**src/rtl/fetch_pkg.sv**
```systemverilog
// Shared types and constants for the 6502 instruction-fetch stage.
package fetch_pkg;
  localparam int          ADDR_W        = 16;
  localparam logic [15:0] RESET_VEC_DEF = 16'hFFFC;

  typedef enum logic [1:0] {VEC_LO, VEC_HI, VEC_WAIT, RUN} state_e;
endpackage

```
**src/rtl/fetch_fifo.sv**
```systemverilog
// Small flushable sync FIFO holding {byte, pc} entries; head reads as zero when empty.
module fetch_fifo #(
  parameter int DEPTH = 4,
  parameter int W     = 24
) (
  input  logic                   clk,
  input  logic                   rst,
  input  logic                   push_i,
  input  logic                   pop_i,
  input  logic                   flush_i,
  input  logic [W-1:0]           wdata_i,
  output logic [W-1:0]           rdata_o,
  output logic [$clog2(DEPTH):0] count_o
);
  localparam int PW = $clog2(DEPTH);
  localparam int CW = PW + 1;

  logic [W-1:0]  mem_q [DEPTH];
  logic [PW-1:0] rd_ptr_q, wr_ptr_q;
  logic [CW-1:0] count_q;
  logic          do_push, do_pop;

  // Flush wins over everything; a push at full is only taken alongside a pop.
  assign do_pop  = pop_i && (count_q != '0) && !flush_i;
  assign do_push = push_i && !flush_i && ((count_q != CW'(DEPTH)) || do_pop);

  always_ff @(posedge clk or posedge rst) begin
    if (rst) begin
      rd_ptr_q <= '0;
      wr_ptr_q <= '0;
      count_q  <= '0;
    end else if (flush_i) begin
      rd_ptr_q <= '0;
      wr_ptr_q <= '0;
      count_q  <= '0;
    end else begin
      if (do_push) wr_ptr_q <= wr_ptr_q + PW'(1);
      if (do_pop)  rd_ptr_q <= rd_ptr_q + PW'(1);
      case ({do_push, do_pop})
        2'b10:   count_q <= count_q + CW'(1);
        2'b01:   count_q <= count_q - CW'(1);
        default: count_q <= count_q;
      endcase
    end
  end

  always_ff @(posedge clk) begin
    if (do_push) mem_q[wr_ptr_q] <= wdata_i;
  end

  assign rdata_o = (count_q != '0) ? mem_q[rd_ptr_q] : '0;
  assign count_o = count_q;
endmodule

```
**src/rtl/fetch_unit.sv**
```systemverilog
// Instruction fetch: reset-vector load, credit-limited byte streaming into a
// flushable FIFO, and redirect handling for the frontend.
module fetch_unit
  import fetch_pkg::*;
#(
  parameter int          DEPTH     = 4,
  parameter logic [15:0] RESET_VEC = RESET_VEC_DEF
) (
  input  logic              clk,
  input  logic              rst,
  output logic [ADDR_W-1:0] addr_i,
  input  logic [7:0]        din_i,
  input  logic              redirect_valid,
  input  logic [ADDR_W-1:0] redirect_pc,
  output logic [7:0]        instr,
  output logic [ADDR_W-1:0] instr_pc,
  output logic              instr_valid,
  input  logic              instr_ready
);
  localparam int CW = $clog2(DEPTH) + 1;

  state_e            state_q, state_d;
  logic [ADDR_W-1:0] pc_q, pc_d;
  logic [ADDR_W-1:0] req_pc_q, req_pc_d;
  logic [7:0]        vlo_q, vlo_d;
  logic              inflight_q, inflight_d;
  logic              kill_q, kill_d;
  logic              req, flush, push, pop, credit_ok;
  logic [CW-1:0]     count;
  logic [23:0]       head;

  // Count the outstanding request against the buffer so its response always fits.
  assign credit_ok = (count + CW'(inflight_q)) < CW'(DEPTH);

  always_comb begin
    state_d  = state_q;
    pc_d     = pc_q;
    vlo_d    = vlo_q;
    addr_i   = RESET_VEC;
    req      = 1'b0;
    flush    = 1'b0;
    kill_d   = 1'b0;
    case (state_q)
      VEC_LO: state_d = VEC_HI;
      VEC_HI: begin
        addr_i  = RESET_VEC + 16'd1;
        vlo_d   = din_i;
        state_d = VEC_WAIT;
      end
      VEC_WAIT: begin
        addr_i  = RESET_VEC + 16'd1;
        pc_d    = {din_i, vlo_q};
        state_d = RUN;
      end
      RUN: begin
        addr_i = pc_q;
        if (redirect_valid) begin
          flush  = 1'b1;
          kill_d = 1'b1;
          pc_d   = redirect_pc;
        end else if (credit_ok) begin
          req  = 1'b1;
          pc_d = pc_q + 16'd1;
        end
      end
      default: state_d = VEC_LO;
    endcase
    inflight_d = req;
    req_pc_d   = req ? pc_q : req_pc_q;
  end

  always_ff @(posedge clk or posedge rst) begin
    if (rst) begin
      state_q    <= VEC_LO;
      pc_q       <= '0;
      req_pc_q   <= '0;
      vlo_q      <= '0;
      inflight_q <= 1'b0;
      kill_q     <= 1'b0;
    end else begin
      state_q    <= state_d;
      pc_q       <= pc_d;
      req_pc_q   <= req_pc_d;
      vlo_q      <= vlo_d;
      inflight_q <= inflight_d;
      kill_q     <= kill_d;
    end
  end

  // A response landing in a redirect cycle is stale too, so flush also blocks it.
  assign push = inflight_q && !kill_q && !flush;
  assign pop  = instr_valid && instr_ready;

  fetch_fifo #(.DEPTH(DEPTH), .W(24)) u_fifo (
    .clk    (clk),
    .rst    (rst),
    .push_i (push),
    .pop_i  (pop),
    .flush_i(flush),
    .wdata_i({din_i, req_pc_q}),
    .rdata_o(head),
    .count_o(count)
  );

  assign instr_valid = (count != '0);
  assign instr       = head[23:16];
  assign instr_pc    = head[15:0];
endmodule

```
**config.mk**
```make
export PLATFORM = sky130hd
export DESIGN_NAME = fetch_unit
export DESIGN_NICKNAME = d
export VERILOG_FILES = /design/src/rtl/fetch_pkg.sv /design/src/rtl/fetch_fifo.sv /design/src/rtl/fetch_unit.sv
export SDC_FILE = /design/constraint.sdc
export NUM_CORES = 1
export LEC_CHECK = 0
export CORE_MARGIN = 8
export CORE_UTILIZATION = 55
export CTS_BUF_LIST = sky130_fd_sc_hd__clkbuf_16
export DETAILED_ROUTE_END_ITERATION = 8
export GPL_ROUTABILITY_DRIVEN = 1
export PLACE_DENSITY = 0.88
export SLEW_MARGIN = 20
export SYNTH_ARGS = -nofsm -noshare
export SYNTH_HDL_FRONTEND = slang
export SYNTH_SLANG_ARGS = --single-unit
```
**constraint.sdc**
```tcl
create_clock -name clk -period 2.6 [get_ports clk]
set_input_delay 0.39 -clock clk [delete_from_list [all_inputs] [get_ports clk]]
set_output_delay 0.39 -clock clk [all_outputs]
set_load 0.02 [all_outputs]
```
---- After elaboration in Yosys (flattened, before gate mapping) ----
Memory sizes are Yosys's and may differ from the RTL's.
Cells that the tools add are included.
cells by class
  add/subtract/negate cells ............... 6
  $lt $le $gt $ge ......................... 1
  equality and inequality tests ........... 7
  muxes and demuxes ....................... 19
  reductions and logical operators ........ 19
operators with widths
  kind                                                                count
  16-bit case mux with 2 select lines                                 2
  16-bit 2-to-1 mux                                                   2
  24-bit 2-to-1 mux                                                   1
  16-bit by 1-bit adder with 16-bit output, second input constant     1
  3-bit nonzero test                                                  3
  2-bit 2-to-1 mux                                                    4
  1-bit logical AND                                                   7
  1-bit 2-to-1 mux                                                    7
  2-bit == test, second input constant                                3
  3-bit != test, second input constant                                2
  2-bit case mux with 3 select lines                                  1
  3-bit case mux with 2 select lines                                  1
  2-bit nonzero test                                                  3
  2-bit by 1-bit adder with 2-bit output, second input constant       2
  2-bit by 1-bit == test with 1-bit output, second input constant     2
  3-bit by 1-bit adder with 3-bit output                              1
  3-bit by 1-bit adder with 3-bit output, second input constant       1
  3-bit < comparator, second input constant                           1
  3-bit 2-to-1 mux                                                    1
  3-bit by 1-bit subtractor with 3-bit output, second input constant  1
  1-bit logical NOT                                                   2
  2-bit logical NOT                                                   1
  2-bit AND reduction                                                 1
  2-bit OR reduction                                                  1
  1-bit logical OR                                                    1
storage, ports and cells
  register bits after elaboration ......... 51
  RAM bits ................................ 96
  bits of input ports ..................... 28
  output and inout bits ................... 41
  word-level logic and storage cells ...... 62
  memories kept ........................... 1
memory list
  memory        depth  bits a word  rd ports  clocked after memory_dff  write ports  line              text
  u_fifo.mem_q  4      24           1         0                         1            fetch_fifo.sv:18  logic [W-1:0] mem_q [DEPTH];

---- Longest topological paths before layout ----
Gate-level depths: netlist (run 1).
  word-level depth ........................ 9
  mapped depth ............................ 11
  mapped depth without buffers ............ 9

---- Hierarchy ----
From an unflattened synthesis (run 1), not the netlist that was laid out.
second synthesis, totals
  cells, all modules ...................... 494
  area total of the unflattened synthesis .. 6577.6 um^2
by module, submodules not included
  module      instances  cells each  area each (um^2)  seq. area each (um^2)
  fetch_fifo  1          212         4191.5            3057.9
  fetch_unit  1          282         2386.0            1101.1

---- Worst setup path before layout (run 1) ----
OpenSTA, ideal clock, no wires.
  path type ............................... register to register
  start ................................... register state_q[0]
  end ..................................... memory u_fifo.mem_q[0][0] (enable)
  setup time .............................. 0.383 ns
  data arrival time ....................... 1.953 ns
  required time ........................... 2.217 ns
  setup slack ............................. 0.264 ns
  stages on the path, launching flop included .. 7
  buffers on the path ..................... 1
  period minus slack after synthesis ...... 2.336 ns
  cells stage by stage .................... dfrtp_1 > ha_1 > buf_2 > nand2_1 > inv_1 > nor3_2 > and2_1
between the ends
  cells in the longest elaborated chain, start to end .. 8
  elaborated cells between the ends (all ways) .. 10
  classes of those cells .................. eq/ne (1); mux (3); reduce/logical (6)
ends and longest elaborated chain
  item                                                   line                                                  text
  start, declared                                        fetch_unit.sv:22                                      state_e state_q, state_d;
  start signal, assigned                                 fetch_unit.sv:81                                      state_q <= state_d;
  2-bit == test (*)                                      fetch_unit.sv:43                                      case (state_q)
  1-bit 2-to-1 mux (*)                                   fetch_unit.sv:43
  1-bit logical NOT (*)                                  fetch_fifo.sv:24, fetch_fifo.sv:25, fetch_unit.sv:91
  1-bit logical AND, on equally long branches            fetch_unit.sv:91, fetch_fifo.sv:24
  1-bit logical AND or 1-bit logical OR (tied branches)  fetch_fifo.sv:25                                      assign do_push = push_i && !flush_i && ((count_q != CW'(DEPTH)) || do_pop);
  1-bit logical AND (*)                                  fetch_fifo.sv:25
  1-bit 2-to-1 mux (*)                                   fetch_fifo.sv:48                                      if (do_push) mem_q[wr_ptr_q] <= wdata_i;
  1-bit 2-to-1 mux (not written as such) (*)             fetch_fifo.sv:48
  end, declared                                          fetch_fifo.sv:18
Mark *: on every way between the ends. The rest lies on a longest branch, timed or not.

---- Final worst setup path (run 1) ----
  start ................................... register u_fifo.rd_ptr_q[0]
  end ..................................... output port instr[3]
between the ends
  cells in the longest elaborated chain, start to end .. 2
ends and longest elaborated chain
  item                    line              text
  start, declared         fetch_fifo.sv:19  logic [PW-1:0] rd_ptr_q, wr_ptr_q;
  start signal, assigned  fetch_fifo.sv:38  if (do_pop) rd_ptr_q <= rd_ptr_q + PW'(1);
  memory 4 x 24 bit       --
  24-bit 2-to-1 mux       fetch_fifo.sv:51  assign rdata_o = (count_q != '0) ? mem_q[rd_ptr_q] : '0;
  end, declared           fetch_unit.sv:15  output logic [7:0] instr,
No other way between the ends.

==> results by group, run 1 <==
Synthesis
  • Yosys warnings: 0
  • Post-Synth XOR/XNOR Area: 0.663%
  • Seq/Total Area, Yosys: 62.9%
  • Most common cell in the netlist: edfxtp_1
  • EDFF count, synth: 96
  • Top_reg_cell synth: edfxtp_1
  • Compound-Gate Fraction of Synth Area: 7.97%
  • Post-Synthesis Cells: 483
  • Commonest cells in the netlist: edfxtp_1, nand2_1, dfrtp_1
  • Syn nets: 521
  • Syn Area/Cell: 13.7 um2
  • Simple-gate share of the synthesized area: 12.2%
  • Post-synth top area cell: edfxtp_1
  • Yosys reg bits: 147
  • Largest cells by area after synthesis: edfxtp_1, dfrtp_1, mux4_2, nand2_1, and2_1
  • Cell Area, Synth: 0.00661 mm2
  • Multiplexer share of the synthesized area: 11.1%
  • Adder-Cell Fraction of Synth Area: 2.01%
  • Ys async rst share: 34.7%
  • Combinational family with the most area after synthesis: simple AND/OR/NAND/NOR gates
  • Area fraction of the dominant cell type after synthesis: 43.6%
  • Synth unique cells: 60

Global routing
  • Total GRT Usage: 21.0%
  • Pin count of the biggest net entering global routing: 28
  • First-pass GRT wire length: 25600 um
  • Total grt overflow: 0
  • Initial antenna violation count: 0
  • Vias in the first global route: 4729

Routing
  • Via/cell ratio: 6.06
  • Remaining DRCs: 0
  • Post-route ant nets: 0
  • Wire per inst: 22.1 um
  • Routed vias: 4388
  • Pre-antenna DRT Iters: 6
  • Initial drt markers: 413
  • Final WL: 16000 um

Setup path
  • Slowest-stage cell, CP: mux4_2
  • Critical Path RT: 2210 ps
  • CP delay by family, top: multiplexers
  • Critical path buffer and inverter count: 2
  • Crit path DAT: 2110 ps
  • Crit-path cells: buf_12 -> mux4_2 -> and2_1 -> dlygate4sd2_1
  • Crit path launch type: flop
  • Max FO, Critical Path: 11
  • CP peak stage delay: 550 ps
  • Worst Setup SP: u_fifo.rd_ptr_q[0]
  • Critical Path Sink Type: output pin
  • WS Path Type: flop to output pin
  • Reg2reg start: state_q[1]

Pwr
  • Clk network pwr share: 36.6%
  • Share of power burned in registers: 45.3%
  • Int Pwr: 4.59 mW
  • Net switching power: 1.85 mW
  • Power per standard cell area: 787 mW/mm2
  • Maximum vdd drop: 0.459 mV
  • P_leak: 3.34 nW
  • Switching share of total power: 28.7%
  • Power consumption: 6.44 mW
  • Gate power share: 18.1%

Hold path
  • Worst Hold Class: primary input to async pin

Die
  • Initial core utilization: 55.7%
  • Core area: 0.0119 mm2
  • Std cell rows: 40
  • Die width: 126 um
  • Die area: 0.0158 mm2
  • DIE HEIGHT: 126 um
  • I/O Pins: 69

Layout
  • Post-Layout Inst Area: 0.00818 mm2
  • Layout Utilization: 69.0%
  • Share of layout cells above drive strength 1: 17.9%
  • Area growth syn-to-layout: 23.8%
  • Final nets: 602
  • Ant diodes: 0
  • Finished Layout Cells: 724

Run
  • Max-Cap Viols: 0

STA
  • Final period util: 96.0%
  • Final Hold Fails: 0
  • Slew @ Worst Pin: 610 ps
  • PnR worst setup slack: 104 ps
  • RSZ-0062 raised after global routing: false
  • # setup viols final: 0
  • TNS Setup: 0 ps
  • Fmax: 0.401 GHz
  • WHS: 371 ps
  • Tmin final: 2500 ps
  • Final clock skew: 8.43 ps
  • Slew Viols, Final: 0
  • Rel. slew slack: 59.2%

Placement
  • Area post-placement: 0.00759 mm2
  • Dpl cells: 691
  • Setup WS pre-CTS: 225 ps
  • I/O Buffers: 68
  • Detail Placement HPWL: 10600 um
  • RD Place Congestion: 0.852

CTS
  • Clock insertion delay at the later pin of the skew report: 410 ps
  • CTS clk-pin slew, worst paths: 60 ps
  • Hold Buf Count CTS: 0
  • Max Buffers Root-to-Sink: 2
  • TritonCTS clock tree: yes
  • Num Clock Sinks: 147
  • CTS H-tree lvls: 4
  • Post-CTS Setup Bufs: 0
  • TritonCTS Buffers: 17
  • Root Buffer: clkbuf_16

Status
  • Status: completed
power groups by stage:
| stage | clock [mW] | sequential, mW | combinational, mW |
|---|---|---|---|
| floorplan | 0 | 2.86 | 0.742 |
| global placement | 0 | 2.92 | 1.18 |
| finish | 2.35 | 2.92 | 1.16 |
| global route | 2.47 | 2.93 | 1.26 |
| detailed placement | 0 | 2.95 | 1.22 |
| CTS | 2.37 | 2.91 | 1.19 |
worst register-to-register path, stage by stage (launching register included):
cell and delay [ps]:
dfrtp_1 400, ha_1 190, buf_4 180, or3b_4 410
mux2_4 340, inv_4 170, a211oi_1 110, o221a_1 250
registers in the layout, indices dropped and copies added, names as in the netlist:
register         cells
req_pc_q            16
u_fifo.mem_q        96
kill_q               1
u_fifo.count_o       3
u_fifo.rd_ptr_q      2
inflight_q           1
u_fifo.wr_ptr_q      2
state_q              2
pc_q                16
vlo_q                8
placed cells by master (no fill, tap or decap), types with 4 or more instances in the layout:
master / instances
nor2_1: 20
dlygate4sd2_1: 27
and3_1: 5
o31a_1: 4
inv_1: 10
clkdlybuf4s50_1: 29
inv_6: 7
edfxtp_1: 96
o21ai_0: 14
nand3_1: 10
a221oi_1: 4
a21oi_1: 8
buf_12: 6
o31ai_1: 9
a211oi_1: 4
nand4_1: 6
nor3_1: 5
nand2_1: 68
clkbuf_16: 17
and2_1: 30
a31oi_1: 4
and4_1: 4
dlymetal6s2s_1: 11
mux4_2: 24
ha_1: 9
a22oi_1: 6
a2bb2oi_1: 4
mux2_2: 10
dfrtp_1: 49
buf_4: 20
layout make-up:
cell class	count	area, um2
clock buffers	17	425
clock inverters	15	145
fillers	801	3680
inverters	12	47.5
multi-input cells	291	2250
flip-flops and latches	147	4160
well taps	147	184
repair buffers	95	972
cell families after synthesis:
kind of cell             count (synthesis)
AND/OR/NAND/NOR                        162
flip-flops                             147
XOR/XNOR                                 5
adder cells (fa/ha/maj)                 10
AO/OA/AOI/OAI                           74
buffers and inverters                   45
multiplexers                            40
path summary, 6_finish.rpt:
kind | to | slack, ps | depth (start not counted)
max | instr[3] | 100 | 4
max in group asynchronous | u_fifo.rd_ptr_q[0] | 1660 | 3
min in group clk | vlo_q[2] | 520 | 1
min | state_q[0] | 370 | 2
min reg2reg | vlo_q[2] | 520 | 1
max reg2reg | pc_q[11] | 420 | 7
repair_timing:
action / 4_1_cts / 5_1_grt
gates resized for setup: 30 / 13
cloned: 1 / 0
setup endpoints to repair: 28 / 16
metal layers:
metal,part of all wire [%],routed length (um),GRT usage [%],up-vias
met4,2.5,408,8.31,0
met3,7.1,1150,6.20,42
met2,50,8060,35.5,200
met1,40,6420,24.7,2173
li1,-,-,-,1973
met5,0,0,0,-
No activity file was read; power rests on OpenSTA's default activity.
==> run 2, diff against run 1 <==
- clock period: 2.6 -> 2.8 ns (I/O delays scaled with it)
==> results by group, run 2 (same netlist as run 1, synthesis figures left out) <==
Setup path
  • Critical path depth in cells: 4 (unchanged)
  • Critical Path Sink Type: output pin
  • CP delay by family, top: buffers and inverters
  • WS Path Type: flop to output pin
  • Critical path buffer and inverter count: 2 (unchanged)
  • Reg2Reg Depth: 5 (-2)
  • Crit path launch type: flop
  • Crit-path cells: clkbuf_16 -> mux4_2 -> and2_1 -> clkdlybuf4s50_1
  • CP peak stage delay: 530 ps (-20 ps)
  • Max FO, Critical Path: 13 (+2)
  • Critical Path RT: 2380 ps (+170 ps)
  • Slowest-stage cell, CP: clkdlybuf4s50_1
  • Crit path DAT: 2300 ps (+190 ps)

Layout
  • Area occupied by multi-input gates: 0.00225 mm2 (+0.33%)
  • Leading cell types in the layout, fill and taps excluded: edfxtp_1, nand2_1, clkdlybuf4s50_1
  • Final nets: 594 (-1.3%)
  • Share of layout cells above drive strength 1: 17.0% (-0.80 points)
  • Post-Layout Inst Area: 0.00815 mm2 (-0.35%)
  • Max reg flops: 96 (unchanged)
  • Finished Layout Cells: 716 (-1.1%)
  • Most common cell after layout, fill and taps aside: edfxtp_1
  • Largest regs: u_fifo.mem_q x96, pc_q x16, req_pc_q x16
  • Area growth syn-to-layout: 23.3%
  • Biggest register: u_fifo.mem_q
  • Ant diodes: 0 (unchanged)
  • Register area: 0.00416 mm2 (about the same)
  • Filler cell count: 780 (-2.6%)
  • Layout Utilization: 68.7% (-0.24 points)

CTS
  • CTS clk-pin slew, worst paths: 60 ps (about the same)
  • Hold Buf Count CTS: 0 (unchanged)
  • CTS H-tree lvls: 4 (unchanged)
  • Post-CTS Setup Bufs: 0 (unchanged)
  • Root Buffer: clkbuf_16
  • Clock insertion delay at the later pin of the skew report: 430 ps (+20 ps)
  • TritonCTS Buffers: 17 (unchanged)
  • TritonCTS clock tree: yes
  • Max Buffers Root-to-Sink: 2 (unchanged)
  • Num Clock Sinks: 147 (unchanged)

Die
  • DIE HEIGHT: 126 um (unchanged)
  • Die width: 126 um (unchanged)
  • Core area: 0.0119 mm2 (unchanged)
  • I/O Pins: 69 (unchanged)
  • Std cell rows: 40 (unchanged)
  • Die area: 0.0158 mm2 (unchanged)
  • Initial core utilization: 55.7% (unchanged)

STA
  • # setup viols final: 0 (unchanged)
  • Final clock skew: 10.5 ps (+2.08 ps)
  • Fmax: 0.367 GHz
  • PnR worst setup slack: 77.4 ps (-26.9 ps)
  • Final period util: 97.2%
  • Slew Viols, Final: 0 (unchanged)
  • Tmin final: 2720 ps
  • Rel. slew slack: 32.6% (-27 points)
  • TNS Setup: 0 ps (unchanged)
  • Slew @ Worst Pin: 1010 ps (+397 ps)
  • Final Hold Fails: 0 (unchanged)
  • RSZ-0062 raised after global routing: false

Pwr
  • Switching share of total power: 29.1% (+0.40 points)
  • Net switching power: 1.78 mW (-3.6%)
  • Power per standard cell area: 751 mW/mm2 (-4.5%)
  • Maximum vdd drop: 0.398 mV (-13%)
  • P_leak: 3.09 nW (-7.5%)
  • Share of power burned in registers: 44.4% (-0.9 points)
  • Gate power share: 18.6% (+0.5 points)
  • Clk network pwr share: 37.0% (+0.4 points)
  • Int Pwr: 4.34 mW (-5.4%)

Global routing
  • Pin count of the biggest net entering global routing: 52 (+86%)
  • Initial antenna violation count: 0 (unchanged)
  • Vias in the first global route: 4569 (-3.4%)
  • Total grt overflow: 0 (unchanged)
  • First-pass GRT wire length: 25300 um (-1.1%)
  • Total GRT Usage: 20.9% (-0.13 points)

Routing
  • Post-route ant nets: 0 (unchanged)
  • Remaining DRCs: 0 (unchanged)
  • Final WL: 16100 um (+0.35%)
  • Wire per inst: 22.5 um (+1.5%)
  • Initial drt markers: 462 (+12%)
  • Pre-antenna DRT Iters: 5 (-1)
  • Routed vias: 4457 (+1.6%)
  • Via/cell ratio: 6.22 (+2.7%)

Placement
  • Dpl cells: 683 (-1.2%)
  • Setup WS pre-CTS: 301 ps (+76.1 ps)
  • Detail Placement HPWL: 10300 um (-2.8%)
  • I/O Buffers: 68 (unchanged)
  • Area post-placement: 0.00753 mm2 (-0.79%)
  • RD Place Congestion: 0.868 (+1.8%)

Run
  • Max-Cap Viols: 0 (unchanged)

Hold path
  • Worst Hold Class: primary input to async pin

Status
  • Status: completed
run 2: cell count changes in the layout (fill, tap and decap cells not counted), sizes merged:
cell           previous run  this run
buf                      27        18
dlygate4sd2              27         0
clkdlybuf4s15             1         0
clkinvlp                  1         3
clkdlybuf4s50            29        67
clkbuf                   17        18
inv                      20        21
clkinv                    5         2
dlymetal6s2s             11         1
run 2: stage by stage:
stage | hold WS, ps | power (mW)
after floorplan | 474 | 3.35
after global placement | 491 | 3.81
after detailed placement | 499 | 3.86
after CTS | 514 | 6.11
after global routing | 535 | 6.33
final | 501 | 6.13
run 2: tightest hold or removal path: stages:
cell and delay (ps):
clkdlybuf4s50_1 420, inv_2 50, buf_4 530
run 2: what timing repair did:
action                                 in CTS  in global routing
resized for setup                           1                  3
endpoints found under the hold margin       0                  0
setup endpoints to repair                   2                 13
gates cloned                                0                  1
run 2: power by group through the flow:
stage,logic (mW),registers [mW],clock network [mW]
final,1.14,2.72,2.27
after global routing,1.23,2.74,2.36
after CTS,1.13,2.71,2.27
after detailed placement,1.11,2.75,0
after global placement,1.09,2.73,0
after floorplan,0.689,2.66,0
run 2: final cells by class:
cell class	instances	share of cell area, %
inverter	12	0.583
tap	147	2.26
sequential	147	51.0
clock inverter	15	2.01
clock buffer	17	5.22
multi-input combinational	291	27.6
timing repair buffer	87	11.3
run 2: worst paths after layout:
kind / slack [ps] / start / to
min in group clk: 510 / vlo_q[7] / vlo_q[7]
min reg2reg: 510 / vlo_q[7] / vlo_q[7]
max in group asynchronous: 1830 / rst / u_fifo.rd_ptr_q[0]
min: 500 / rst / u_fifo.count_o[0]
max reg2reg: 360 / state_q[0] / pc_q[1]
max: 80 / u_fifo.rd_ptr_q[0] / instr_pc[1]
run 2: per-layer routing:
| metal | GRT usage (%) | share of wire, % | routed length (um) | vias up |
|---|---|---|---|---|
| met2 | 34.0 | 49 | 7830 | 267 |
| met5 | 0 | 0 | 0 | - |
| met3 | 5.74 | 8.4 | 1350 | 39 |
| li1 | - | - | - | 1950 |
| met1 | 26.0 | 40 | 6460 | 2201 |
| met4 | 8.24 | 2.8 | 446 | 0 |
